[config.mk]
export PLATFORM = sky130hd
export DESIGN_NAME = sdfm_data_fifo
export DESIGN_NICKNAME = d
export VERILOG_FILES = /design/src/rtl/sdfm_data_fifo.sv
export SDC_FILE = /design/constraint.sdc
export NUM_CORES = 1
export LEC_CHECK = 0
export ABC_AREA = 1
export CAP_MARGIN = 20
export CELL_PAD_IN_SITES_DETAIL_PLACEMENT = 1
export CELL_PAD_IN_SITES_GLOBAL_PLACEMENT = 1
export CORE_MARGIN = 3
export CORE_UTILIZATION = 51
export CTS_BUF_LIST = sky130_fd_sc_hd__clkbuf_2 sky130_fd_sc_hd__clkbuf_4 sky130_fd_sc_hd__clkbuf_8
export DETAILED_ROUTE_END_ITERATION = 8
export PLACE_DENSITY = 0.83
export SLEW_MARGIN = 20
export SYNTH_ARGS = -nofsm -noshare
export SYNTH_HDL_FRONTEND = slang
export SYNTH_SLANG_ARGS = --single-unit
export TNS_END_PERCENT = 20
[constraint.sdc]
create_clock -name SYSCLK -period 4.6 [get_ports SYSCLK]
set_input_delay 1.15 -clock SYSCLK [delete_from_list [all_inputs] [get_ports SYSCLK]]
set_output_delay 1.15 -clock SYSCLK [all_outputs]
set_load 0.05 [all_outputs]
[src/rtl/sdfm_data_fifo.sv]
// sdfm_data_fifo: circular buffer for sigma-delta filter results with level IRQ and sticky ovf/udf flags.
module sdfm_data_fifo #(
  parameter int DEPTH = 16,
  parameter int DW = 32,
  parameter int CW = $clog2(DEPTH) + 1
)(
  input  logic          SYSCLK,
  input  logic          SYSRST,
  input  logic [DW-1:0] filt_data_in,
  input  logic          filt_data_update,
  input  logic          reg_fifoen,
  input  logic [CW-1:0] reg_fifolvl,
  input  logic          fifo_clr,
  input  logic          flag_clr,
  input  logic          rd_en,
  output logic [DW-1:0] rd_data,
  output logic [CW-1:0] fifo_cnt,
  output logic          fifo_empty,
  output logic          fifo_full,
  output logic          fifo_ovf,
  output logic          fifo_udf,
  output logic          fifo_irq
);
  localparam int AW = $clog2(DEPTH);
  logic [DW-1:0] r_mem [DEPTH];
  logic [AW-1:0] r_wp, r_rp;
  logic [CW-1:0] r_cnt;
  logic [DW-1:0] r_rd;
  logic r_empty, r_full, r_ovf, r_udf, r_irq;
  logic w_wr, w_pop, w_acc, w_ovf_ev, w_udf_ev;
  logic [CW-1:0] w_cnt_nxt;
  assign w_wr = filt_data_update & reg_fifoen;
  assign w_pop = rd_en & ~r_empty;
  // a same-cycle pop frees the slot, so a full FIFO still accepts the write
  assign w_acc = w_wr & (~r_full | w_pop);
  assign w_ovf_ev = w_wr & ~w_acc & ~fifo_clr;
  assign w_udf_ev = rd_en & r_empty & ~fifo_clr;
  assign w_cnt_nxt = fifo_clr ? '0 : r_cnt + CW'(w_acc) - CW'(w_pop);
  always_ff @(posedge SYSCLK) begin
    if (SYSRST) begin
      r_wp <= '0;
      r_rp <= '0;
      r_cnt <= '0;
      r_rd <= '0;
      r_empty <= 1'b1;
      r_full <= 1'b0;
      r_ovf <= 1'b0;
      r_udf <= 1'b0;
      r_irq <= 1'b0;
    end else begin
      r_wp <= fifo_clr ? '0 : r_wp + AW'(w_acc);
      r_rp <= fifo_clr ? '0 : r_rp + AW'(w_pop);
      r_cnt <= w_cnt_nxt;
      r_empty <= w_cnt_nxt == '0;
      r_full <= w_cnt_nxt == CW'(DEPTH);
      r_irq <= (reg_fifolvl != '0) && (w_cnt_nxt >= reg_fifolvl);
      r_ovf <= w_ovf_ev | (r_ovf & ~flag_clr);
      r_udf <= w_udf_ev | (r_udf & ~flag_clr);
      if (w_pop && !fifo_clr) r_rd <= r_mem[r_rp];
    end
  end
  always_ff @(posedge SYSCLK)
    if (w_acc && !fifo_clr) r_mem[r_wp] <= filt_data_in;
  assign rd_data = r_rd;
  assign fifo_cnt = r_cnt;
  assign fifo_empty = r_empty;
  assign fifo_full = r_full;
  assign fifo_ovf = r_ovf;
  assign fifo_udf = r_udf;
  assign fifo_irq = r_irq;
endmodule

==> metrics <==
run status=finished clean; class of the tightest hold or removal check=reg -> reg; share of power burned in the clock network=40.0%; number of nets in the final layout=between 2000 and 2500; unique cell type count in the Yosys netlist=27; slowest cell on the critical path=sky130_fd_sc_hd__clkdlybuf4s50_1; Worst Setup Path Type=in -> reg; Worst Hold Margin=about 0.52 ns; sequential cell area=16400 um^2; sequential area share after synthesis=approximately 68%; drt via density=5.58; fin worst setup slack=0.710 ns; register share of total power=50.7%; GP Congestion=about 0.76; Worst Setup Slack post-DPL=0.0438 ns; internal power=around 8.4 mW; Clk pin slew, worst setup/hold paths=0.06 ns; Slew HR=between 20% and 30%; total congestion overflow=0; family with the most delay on the worst path=adder cells; pin count of the biggest net entering global routing=152; Worst setup SP type=primary input; final setup skew=between 0.04 and 0.05 ns; Multi-input gate area=roughly 5700 um^2; placed cells=between 2000 and 3000; number of iterations in the first detailed-routing pass=5; clock tree buffer depth=3; share of layout cells above drive strength 1=around 9%; Die Ht=between 200 and 250 um; DRC marker count from the first detailed-route iteration=1336; ys flop type=sky130_fd_sc_hd__edfxtp_1; placed cell area=about 25000 um^2; final count of pins violating max slew=0; area added between synthesis and finish=13.9%; total standard cell area after synthesis=between 20000 and 25000 um^2; Clock H-tree levels=3; Overall Global Routing Usage=28.3%; Synthesis Warnings=0; synthesized netlist cell count=between 2000 and 2500; average detailed-routed wire length per instance=22.8 um; count of endpoints failing hold in the final timing report=0; overall die width=about 220 um; max-cap check violation count=0; combinational share of power=a little under a tenth; Final setup violation count=0; Non-Filler Instances=3065; remaining routing DRC violations=0; number of hold buffers added after CTS=0; synthesized netlist net count=2351; register bit total from synthesis=approximately 560; total number of vias=~17000; clock latency on the worst-skew pair=~0.7 ns; via count of the first global-routing pass=18900; share of the core filled with cells=between 50% and 60%; clk sinks=~560; first-pass GRT wire length=108000 um; Final TNS setup=0 ns; switching power summed over all nets=approximately 2.8 mW; Die ar.=about 50000 um^2; num rows=78; I/O pin cnt=86; TritonCTS clock tree=done; FMAX=257 MHz; endpoint required time on the critical path=5.13 ns; buffer cell driving the clock tree root=sky130_fd_sc_hd__clkbuf_8; biggest area consumer among synthesized cells=sky130_fd_sc_hd__edfxtp_1; areal power density over the cells=roughly 410 nW/um^2; area inside the core boundary=45900 um^2; Syn Area/Cell=about 10 um^2; Worst path max stage delay=around 0.48 ns; filler cell count=4914; CP Max Fanout=3; antenna violations before repair=0; crit-path cells=clkdlybuf4s50_1, inv_1, o21ai_0, nand3_1, ha_1, inv_1, ha_1, inv_1, fa_1, inv_1, nand2_1, nand2_1, nand2_1, nand2_1, nand2_1, nand3_1, inv_1, ha_1, a21oi_1, o21ai_0, a211oi_1, nor2_1; Crit. End Element=flop; top cells by area in the synthesized netlist=sky130_fd_sc_hd__edfxtp_1 (64%), sky130_fd_sc_hd__nand2_1 (13%), sky130_fd_sc_hd__nand3_1 (7.6%); number of clock buffers inserted by TritonCTS=93; standby leakage power=11.3 nW; post-cts sizing count=0; RSZ-0062 raised after global routing=false; share of total power consumed by net switching=between 20% and 30%; initial standard-cell utilization of the core=between 50% and 60%; final antenna diode count=0; asr flop ratio synth=0%; Final Cell Area=27300 um^2; count of nets left with antenna violations after detail routing=0; quantity of I/O buffers inserted on ports=85; Post-CTS Repair Setup Buffers=0; worst-margin pin slew=between 1 and 1.5 ns; area share of the leading cell type in the synthesized netlist=64.2%; maximum vdd drop=about 0.25 mV; minimum clock period after layout=3.89 ns; Arr. time, crit path=4.42 ns; sum of internal, switching and leakage power=approximately 11 mW; final clock period utilization by the worst path=about 85%; worst path bufs/invs=6; count of flip-flops with a built-in enable after synthesis=about 510; Post-Route WL=~70000 um; DP HPWL=39500 um
-- logic make-up after synthesis --
family / synth area share, %
AO/OA/AOI/OAI: 1.33
AND/OR/NAND/NOR: 21.2
adder cells (fa/ha/maj): 0.815
XOR/XNOR: 0.110
buffers and inverters: 8.18
flip-flops: 68.4
-- flip-flops by register name (all words and copies together) (netlist names) --
name        cells
fifo_cnt        5
fifo_empty      1
fifo_full       1
fifo_irq        1
fifo_ovf        1
fifo_udf        1
r_mem         512
r_rp            4
r_wp            4
rd_data        32
-- final timing paths --
kind         startpoint       end  slack, ns  depth (start not counted)
min reg2reg    fifo_udf  fifo_udf       0.52                          2
max reg2reg  fifo_empty  fifo_irq       1.37                         20
min            fifo_udf  fifo_udf       0.52                          2
max               rd_en  fifo_irq       0.71                         22
-- cell usage after synthesis (5+ instances only) --
library cell and instances:
sky130_fd_sc_hd__nand2_1 821, sky130_fd_sc_hd__edfxtp_1 512, sky130_fd_sc_hd__nand3_1 366, sky130_fd_sc_hd__inv_1 321, sky130_fd_sc_hd__dfxtp_1 50, sky130_fd_sc_hd__buf_2 49
sky130_fd_sc_hd__nor2_1 33, sky130_fd_sc_hd__o21a_1 33, sky130_fd_sc_hd__buf_6 23, sky130_fd_sc_hd__buf_1 20, sky130_fd_sc_hd__ha_1 14, sky130_fd_sc_hd__buf_4 11
sky130_fd_sc_hd__clkbuf_1 11, sky130_fd_sc_hd__o21ai_0 6, sky130_fd_sc_hd__a21oi_1 5
-- power by group through the flow --
stage | combinational (mW) | sequential, mW | clock [mW]
finish | 1.05 | 5.69 | 4.48
floorplan | 0.523 | 5.95 | 0
CTS | 1.06 | 5.69 | 4.55
detailed placement | 1.05 | 5.79 | 0
global placement | 1.01 | 5.79 | 0
global route | 1.15 | 5.70 | 4.79
-- metal layers --
metal  vias to the layer above  track usage (%)  share of wire (%)
met5                         -                0                  0
met4                         0             11.6                3.2
met3                       151             4.72                5.8
met2                       602             50.3                 52
met1                      8660             34.3                 39
li1                       7683                -                  -
-- placed cells by master, fill, tap and decap left out, types with 21 or more instances in the layout --
cell                              netlist  layout
sky130_fd_sc_hd__buf_4                 11      21
sky130_fd_sc_hd__clkbuf_4               0      37
sky130_fd_sc_hd__clkbuf_8               0     106
sky130_fd_sc_hd__clkdlybuf4s50_1        0      85
sky130_fd_sc_hd__dfxtp_1               50      46
sky130_fd_sc_hd__edfxtp_1             512     512
sky130_fd_sc_hd__inv_1                321     317
sky130_fd_sc_hd__nand2_1              821     821
sky130_fd_sc_hd__nand3_1              366     366
sky130_fd_sc_hd__o21a_1                33      33
-- tightest hold or removal path, stage by stage (launching register included) --
cell and delay, ns:
sky130_fd_sc_hd__dfxtp_1 0.32, sky130_fd_sc_hd__nand3_1 0.08, sky130_fd_sc_hd__o21ai_0 0.07
-- final cells by class --
type,instances,share of cell area [%]
Multi-Input combinational cell,1290,21.0
Inverter,324,4.51
Timing Repair Buffer,120,4.72
Clock inverter,26,0.550
Sequential cell,562,60.1
Clock buffer,143,6.37
Tap cell,600,2.75
Note: power is estimated with default switching activity, not from simulation.
